### config.mk
export PLATFORM = sky130hd
export DESIGN_NAME = alu_cmd_ctrl
export DESIGN_NICKNAME = d
export VERILOG_FILES = /design/src/rtl/alu_ctrl_pkg.sv /design/src/rtl/alu_ctrl_wdog.sv /design/src/rtl/alu_cmd_ctrl.sv
export SDC_FILE = /design/constraint.sdc
export NUM_CORES = 1
export LEC_CHECK = 0
export CORE_MARGIN = 10
export CORE_UTILIZATION = 30
export CTS_CLUSTER_DIAMETER = 50
export DETAILED_ROUTE_END_ITERATION = 12
export SYNTH_ARGS = -nofsm -noshare
export SYNTH_HDL_FRONTEND = slang
export SYNTH_SLANG_ARGS = --single-unit
### constraint.sdc
create_clock -name CLK -period 1.7 [get_ports CLK]
set_input_delay 0.17 -clock CLK [delete_from_list [all_inputs] [get_ports CLK]]
set_output_delay 0.17 -clock CLK [all_outputs]
set_load 0.02 [all_outputs]
### src/rtl/alu_ctrl_pkg.sv
// rtl/alu_ctrl_pkg.sv - state encoding and ALU_FUN group codes shared with the ALU decoder
package alu_ctrl_pkg;

    typedef enum logic [2:0] {
        ST_IDLE     = 3'd0,
        ST_GET_A    = 3'd1,
        ST_GET_B    = 3'd2,
        ST_ISSUE    = 3'd3,
        ST_WAIT_RES = 3'd4,
        ST_SEND_LO  = 3'd5,
        ST_SEND_HI  = 3'd6
    } state_t;

    localparam logic [3:0] HEADER_DEFAULT = 4'hA;

    localparam logic [1:0] FUN_ARITH = 2'b00;
    localparam logic [1:0] FUN_LOGIC = 2'b01;
    localparam logic [1:0] FUN_CMP   = 2'b10;
    localparam logic [1:0] FUN_SHIFT = 2'b11;

    // Only frame collection accepts receive bytes; everything later is busy.
    function automatic logic is_busy_state(input state_t s);
        return !(s == ST_IDLE || s == ST_GET_A || s == ST_GET_B);
    endfunction

endpackage

### src/rtl/alu_ctrl_wdog.sv
// rtl/alu_ctrl_wdog.sv - result timeout counter with clear, enable and expire
module alu_ctrl_wdog #(
    parameter logic [7:0] LIMIT = 8'd255
) (
    input  logic clk,
    input  logic rst,
    input  logic clr,
    input  logic en,
    output logic expire
);

    logic [7:0] count_q;

    // Expire on the LIMIT-th enabled cycle so the waiting state lasts exactly LIMIT cycles.
    assign expire = en && (count_q == (LIMIT - 8'd1));

    always_ff @(posedge clk) begin
        if (rst || clr) begin
            count_q <= 8'd0;
        end else if (en && !expire) begin
            count_q <= count_q + 8'd1;
        end
    end

endmodule

### src/rtl/alu_cmd_ctrl.sv
// rtl/alu_cmd_ctrl.sv - ALU command front-end; ALU_CMD_CTRL_TIMEOUT_EN adds the result timeout
module alu_cmd_ctrl
    import alu_ctrl_pkg::*;
#(
    parameter logic [3:0] HEADER = HEADER_DEFAULT
`ifdef ALU_CMD_CTRL_TIMEOUT_EN
    ,
    parameter int unsigned TIMEOUT_CYCLES = 255
`endif
) (
    input  logic        CLK,
    input  logic        RST,
    input  logic [7:0]  RX_P_DATA,
    input  logic        RX_D_VLD,
    output logic [7:0]  ALU_A,
    output logic [7:0]  ALU_B,
    output logic [3:0]  ALU_FUN,
    output logic        ALU_EN,
    input  logic [15:0] ALU_OUT,
    input  logic        ALU_OUT_VLD,
    output logic [7:0]  TX_P_DATA,
    output logic        TX_D_VLD,
    input  logic        TX_BUSY,
    output logic        BUSY,
    output logic        FRAME_ERR,
    output logic        OVERRUN,
    output logic        RESULT_TO
);

    state_t      state_q, state_d;
    logic [15:0] result_q, result_d;
    logic [7:0]  alu_a_d, alu_b_d, tx_data_d;
    logic [3:0]  alu_fun_d;
    logic        alu_en_d, tx_vld_d, frame_err_d, overrun_d, result_to_d;
    logic        to_expire;

`ifdef ALU_CMD_CTRL_TIMEOUT_EN
    logic wd_clr, wd_en;

    alu_ctrl_wdog #(
        .LIMIT(8'(TIMEOUT_CYCLES))
    ) u_wdog (
        .clk    (CLK),
        .rst    (RST),
        .clr    (wd_clr),
        .en     (wd_en),
        .expire (to_expire)
    );
`else
    assign to_expire = 1'b0;
    assign RESULT_TO = 1'b0;
`endif

    always_comb begin
        state_d     = state_q;
        result_d    = result_q;
        alu_a_d     = ALU_A;
        alu_b_d     = ALU_B;
        alu_fun_d   = ALU_FUN;
        alu_en_d    = 1'b0;
        tx_data_d   = TX_P_DATA;
        tx_vld_d    = TX_D_VLD;
        frame_err_d = 1'b0;
        overrun_d   = 1'b0;
        result_to_d = 1'b0;
`ifdef ALU_CMD_CTRL_TIMEOUT_EN
        wd_clr      = 1'b0;
        wd_en       = 1'b0;
`endif
        case (state_q)
            ST_IDLE: begin
                if (RX_D_VLD) begin
                    if (RX_P_DATA[7:4] == HEADER) begin
                        alu_fun_d = RX_P_DATA[3:0];
                        state_d   = ST_GET_A;
                    end else begin
                        frame_err_d = 1'b1;
                    end
                end
            end
            ST_GET_A: begin
                if (RX_D_VLD) begin
                    alu_a_d = RX_P_DATA;
                    state_d = ST_GET_B;
                end
            end
            ST_GET_B: begin
                if (RX_D_VLD) begin
                    alu_b_d  = RX_P_DATA;
                    alu_en_d = 1'b1;
                    state_d  = ST_ISSUE;
                end
            end
            ST_ISSUE: begin
`ifdef ALU_CMD_CTRL_TIMEOUT_EN
                wd_clr = 1'b1;
`endif
                state_d = ST_WAIT_RES;
            end
            ST_WAIT_RES: begin
`ifdef ALU_CMD_CTRL_TIMEOUT_EN
                wd_en = 1'b1;
`endif
                // A result arriving on the expiry cycle still wins.
                if (ALU_OUT_VLD) begin
                    result_d  = ALU_OUT;
                    tx_data_d = ALU_OUT[7:0];
                    tx_vld_d  = 1'b1;
                    state_d   = ST_SEND_LO;
                end else if (to_expire) begin
                    result_to_d = 1'b1;
                    state_d     = ST_IDLE;
                end
            end
            ST_SEND_LO: begin
                if (!TX_BUSY) begin
                    tx_data_d = result_q[15:8];
                    state_d   = ST_SEND_HI;
                end
            end
            ST_SEND_HI: begin
                if (!TX_BUSY) begin
                    tx_vld_d = 1'b0;
                    state_d  = ST_IDLE;
                end
            end
            default: state_d = ST_IDLE;
        endcase

        if (RX_D_VLD && is_busy_state(state_q)) begin
            overrun_d = 1'b1;
        end
    end

    always_ff @(posedge CLK) begin
        if (RST) begin
            state_q   <= ST_IDLE;
            result_q  <= 16'd0;
            ALU_A     <= 8'd0;
            ALU_B     <= 8'd0;
            ALU_FUN   <= 4'd0;
            ALU_EN    <= 1'b0;
            TX_P_DATA <= 8'd0;
            TX_D_VLD  <= 1'b0;
            BUSY      <= 1'b0;
            FRAME_ERR <= 1'b0;
            OVERRUN   <= 1'b0;
        end else begin
            state_q   <= state_d;
            result_q  <= result_d;
            ALU_A     <= alu_a_d;
            ALU_B     <= alu_b_d;
            ALU_FUN   <= alu_fun_d;
            ALU_EN    <= alu_en_d;
            TX_P_DATA <= tx_data_d;
            TX_D_VLD  <= tx_vld_d;
            BUSY      <= is_busy_state(state_d);
            FRAME_ERR <= frame_err_d;
            OVERRUN   <= overrun_d;
        end
    end

`ifdef ALU_CMD_CTRL_TIMEOUT_EN
    always_ff @(posedge CLK) begin
        if (RST) begin
            RESULT_TO <= 1'b0;
        end else begin
            RESULT_TO <= result_to_d;
        end
    end
`endif

endmodule

**Word level (Yosys, flattened, before mapping)**

Cells that the tools add are included.
Widths: inputs -> output; s select.

- Equal/unequal tests: 12
- Multiplexer cells: 17
- Bitwise logic cells: 3
- Reduce and logical (&&, ||, !) cells: 19

Operator list:

| kind | count |
|---|---|
| $mux 3 | 7 |
| $pmux 3 s7 | 1 |
| $mux 8 | 2 |
| $pmux 8 s2 | 1 |
| $eq 3x2->1 const B | 3 |
| $eq 3x3->1 const B | 3 |
| $reduce_and 3->1 | 3 |
| $eq 3x1->1 const B | 2 |
| $logic_not 3->1 | 2 |
| $ne 2x2->1 const B | 3 |
| $reduce_and 2->1 | 3 |
| $mux 1 | 5 |
| $eq 4x4->1 const B | 1 |
| $logic_or 1x1->1 | 4 |
| $reduce_bool 2->1 | 2 |
| $not 1->1 | 3 |
| $reduce_or 3->1 | 1 |
| $logic_not 1->1 | 2 |
| $pmux 1 s2 | 1 |
| $reduce_or 2->1 | 1 |
| $logic_and 1x1->1 | 1 |

- Register bits: 52
- Bits of input ports: 29
- Output and inout bits: 34
- Word-level logic and storage cells: 62

**Logic depth before layout (Yosys ltp)**

Gate-level depths: netlist of run 1.

- Word-level depth: 8
- Gate-level depth with buffers: 5
- Mapped depth without buffers: 3

**Least setup slack after synthesis of run 1**

No wires, ideal clock.

- Kind: register to register
- Start: reg state_q[0]
- End: reg ALU_FUN[0]
- Library setup time: 132 ps
- Arrival time: 1186 ps
- Data required time: 1568 ps
- Slack: 381 ps
- Stages on the path, launching flop included: 5
- Buffers on the path: 1
- Period minus slack after synthesis: 1319 ps
- Path through: dfxtp_1 buf_6 or4b_4 o21ai_1 a21oi_1

- Longest elaborated chain between the ends: 2

RTL lines:

| what | RTL line | text |
|---|---|---|
| from (decl) | alu_cmd_ctrl.sv:30 | `state_t state_q, state_d;` |
| from (signal assigned) | alu_cmd_ctrl.sv:149 | `state_q <= state_d;` |
| $logic_not 3->1 | alu_cmd_ctrl.sv:70 | `case (state_q)` |
| $reduce_and 3->1 (no line) | -- |  |
| to (signal assigned) | alu_cmd_ctrl.sv:153 | `ALU_FUN <= alu_fun_d;` |
| to (decl) | alu_cmd_ctrl.sv:17 | `output logic [3:0] ALU_FUN,` |

Every way passes these cells.
A chain may end at the register's enable or synchronous reset.

**Worst setup path after layout of run 1**

- Start: reg state_q[0]
- End: reg TX_P_DATA[5]

- Longest elaborated chain between the ends: 3
- Elaborated cells on any way between the ends: 7
- Those cells by class: eq/ne: 4; mux: 1; reduce/logical: 2

RTL lines:

| what | RTL line | text |
|---|---|---|
| $eq 3x3->1 | alu_cmd_ctrl.sv:70 |  |
| $ne 2x2->1 (no line) or $reduce_bool 2->1 (tied branches) | -- |  |
| $reduce_and 3->1 (no line) | -- |  |
| to (signal assigned) | alu_cmd_ctrl.sv:155 | `TX_P_DATA <= tx_data_d;` |
| to (decl) | alu_cmd_ctrl.sv:21 | `output logic [7:0] TX_P_DATA,` |

Several ways; a longest one is shown, not always the timed one.

==> results of run 1 <==
-- final timing paths --
kind / from / end / slack, ns
worst min register to register: ALU_B[0] / ALU_B[0] / 0.46
worst max-delay path: state_q[0] / TX_P_DATA[5] / 0.16
worst max register to register: state_q[0] / TX_P_DATA[5] / 0.16
worst min-delay path: ALU_B[0] / ALU_B[0] / 0.46
-- through the flow --
| step | std cells | setup WS, ns | hold slack (ns) | power [mW] | cell area (um^2) |
|---|---|---|---|---|---|
| 2_1_floorplan | 195 | 0.381 | 0.306 | 1.15 | 1890 |
| 3_3_place_gp | 322 | 0.0717 | 0.441 | 1.25 | 2550 |
| 3_5_place_dp | 322 | 0.0614 | 0.449 | 1.25 | 2550 |
| 4_1_cts | 330 | 0.126 | 0.462 | 2.10 | 2670 |
| 5_1_grt | 330 | 0.0181 | 0.481 | 2.17 | 2670 |
| 6_report | 330 | 0.164 | 0.459 | 2.07 | 2670 |
-- cell usage after synthesis (2+ instances only) --
master	count
dfxtp_1	44
a21oi_1	17
nor2_1	17
a211oi_1	16
mux2i_1	16
nand2_1	16
inv_1	8
mux2_2	8
clkbuf_1	6
nand2b_1	6
and4bb_2	4
buf_4	4
nand3_1	4
o21ai_1	4
buf_6	3
buf_1	2
buf_2	2
-- worst reg2reg max path, stage by stage (launching register included) --
cell and delay (ns):
dfxtp_1 0.51, or2b_1 0.40, a21o_4 0.29, a211oi_1 0.24
-- layout make-up --
| type | count | area (um^2) |
|---|---|---|
| inverters | 8 | 30.0 |
| fillers | 600 | 3350 |
| clock inverters | 2 | 38.8 |
| well taps | 75 | 93.8 |
| clock buffers | 6 | 82.6 |
| repair buffers | 69 | 671 |
| flip-flops and latches | 44 | 881 |
| multi-input cells | 126 | 875 |
-- report_power, final --
part           total [mW]  switching (mW)  internal [mW]  leakage, nW
combinational       0.182          0.0760          0.106        0.466
clock               0.839           0.359          0.481       0.0614
sequential           1.04         0.00604           1.04        0.355
-- sequential cells by signal, indices dropped and copies added, names as in the netlist --
name,flops
ALU_A,8
ALU_B,8
TX_P_DATA,8
result_q,8
ALU_FUN,4
state_q,3
ALU_EN,1
BUSY,1
FRAME_ERR,1
OVERRUN,1
TX_D_VLD,1
-- cell usage in the layout, fill, tap and decap left out, types with 4 or more instances in the layout --
cell and n:
clkdlybuf4s50_1 61, dfxtp_1 44, a21oi_1 17, nor2_1 17, mux2i_1 16, a211oi_1 16, nand2_1 16, inv_1 8
mux2_2 8, buf_4 8, clkbuf_8 6, nand2b_1 5, and4bb_2 4, nand3_1 4, o21ai_1 4
-- layer usage --
layer,wire length [um],vias up
met2,2270,36
met4,61,0
met1,2190,718
li1,-,794
met3,315,5
met5,0,-
-- cell families after synthesis --
logic type      share of synthesized area [%]
simple gates                             18.0
compound gates                           14.7
buf+inv                                  7.10
mux                                      13.3
flops                                    46.7
other cells                             0.199
-- timing repair --
item	CTS	global route
setup endpoints to repair	0	2
hold endpoints to repair	0	0
gates resized for setup	0	1
==> results by group, run 1 <==
Layout
  – Nets: 283
  – Layout area overhead: 41.6%
  – Fin util: 44.3%
  – Layout cell share with drive strength beyond 1: around 13%
  – Antenna Cells: 0

Yosys
  – Top FF cell, synth: dfxtp_1
  – Post-Synthesis Cells: 195
  – Post-synth ARST share: 0%
  – Area leader, netlist: dfxtp_1
  – Register area share after synthesis: a little under half
  – Post-Synthesis Cell Area: 1890 um^2
  – Mean Syn Cell Area: just under 10 um^2
  – Synth unique cells: 35
  – #FFs+latches synth: between 40 and 50
  – EDFF count, synth: 0
  – Top cells by area, synth: dfxtp_1 47%, mux2i_1 8.5%, a211oi_1 6.4%
  – Synth top area share: 46.7%
  – Yosys warns: 0
  – Syn Nets: 224

Routing
  – # DRC: 0
  – DR vias: ~1600
  – Total Wirelength: between 4 and 5 mm
  – Vias per inst: approximately 4.7
  – WL/cell: 14.7 um
  – Antenna-violating nets left: 0
  – DR iter-0 viols: 54
  – Initial DRT Pass Iterations: 4

Clocking
  – Cts hold-fix bufs: 0
  – Clock sinks: 44
  – Clk Latency, worst-skew pair: 0.29 ns
  – Clock Pin Slew Worst Setup and Hold Paths: approximately 0.09 ns
  – Clock root buffer: clkbuf_8
  – Post CTS Setup Buffer Count: 0
  – CTS tree: yes
  – Deepest clock path buffer count: 2
  – Cts bufs inserted: 5
  – H-tree depth: 2

Critical path
  – CP Capture Type: flip-flop
  – CP startpoint kind: flip-flop
  – CP bufs+invs: 0
  – Worst Path Class, Setup: flip-flop to flip-flop
  – CP Data Arrival Time: 1.74 ns
  – Worst r2r path cells: 3
  – Critical Path Stages: 3
  – CP required: 1.91 ns
  – Critical Path Slowest Stage Cell: dfxtp_1
  – CP Cell Sequence: or2b_1 -> a21o_4 -> a211oi_1
  – Crit-path max cell delay: 0.51 ns
  – Critical Path Fanout Max: 9
  – CP delay by family, top: compound AO/OA/AOI/OAI gates

GRT
  – Initial antenna violation count: 0
  – First-pass GRT wire length: around 8 mm
  – Met2 Use GR: between 10% and 20%
  – Vias in the first global route: 1629
  – GR Util met1: 11.9%
  – GR Layer Usage met3: 3.67%
  – Gr usage total: 9.99%
  – GRT Max-Usage Layer: met2
  – Grt ovf: 0
  – Largest net degree at the start of global routing: 28

STA
  – Clock skew: 0.00785 ns
  – Final setup vio count: 0
  – RSZ-0062 raised after global routing: no
  – Final Hold Viols: 0
  – Final period utilization: ~90%
  – Setup_tns: 0 ns
  – Final Max Slew Viols: 0
  – FMAX: 651 MHz
  – Post-layout min period: 1.54 ns

Floorplanning
  – Die area: 9860 um^2
  – Die height: 99.3 um
  – Rows: 28
  – Ports: 63
  – Die Wd: 99.3 um
  – Core Area: 6030 um^2
  – Initial Util: a little under a third

Hold path
  – WHS Path Cells: 2
  – Min-delay worst type: flip-flop to flip-flop

Pwr
  – Maximum vdd drop: 0.000365 V
  – P per Cell Area: 773 nW/um^2
  – LEAKAGE: 0.882 nW

Status
  – Status: finished clean

Place
  – GP Congestion: 0.728
  – Port bufs: 61
  – HPWL after DPL: between 3 and 4 mm

Job
  – Maxcap violations: 0
(Power assumes the default switching activity.)
==> inputs of run 2 (changes only) <==
- CAP_MARGIN: not set -> 30
- CTS_CLUSTER_DIAMETER: 50 -> not set
==> results of run 2 <==
Same layout as run 1: the final DEF is identical, and so are final timing and power.
==> inputs of run 3 (changes only) <==
- CTS_CLUSTER_DIAMETER: not set -> 100
==> results of run 3 <==
Same layout as run 1: the final DEF is identical, and so are final timing and power.
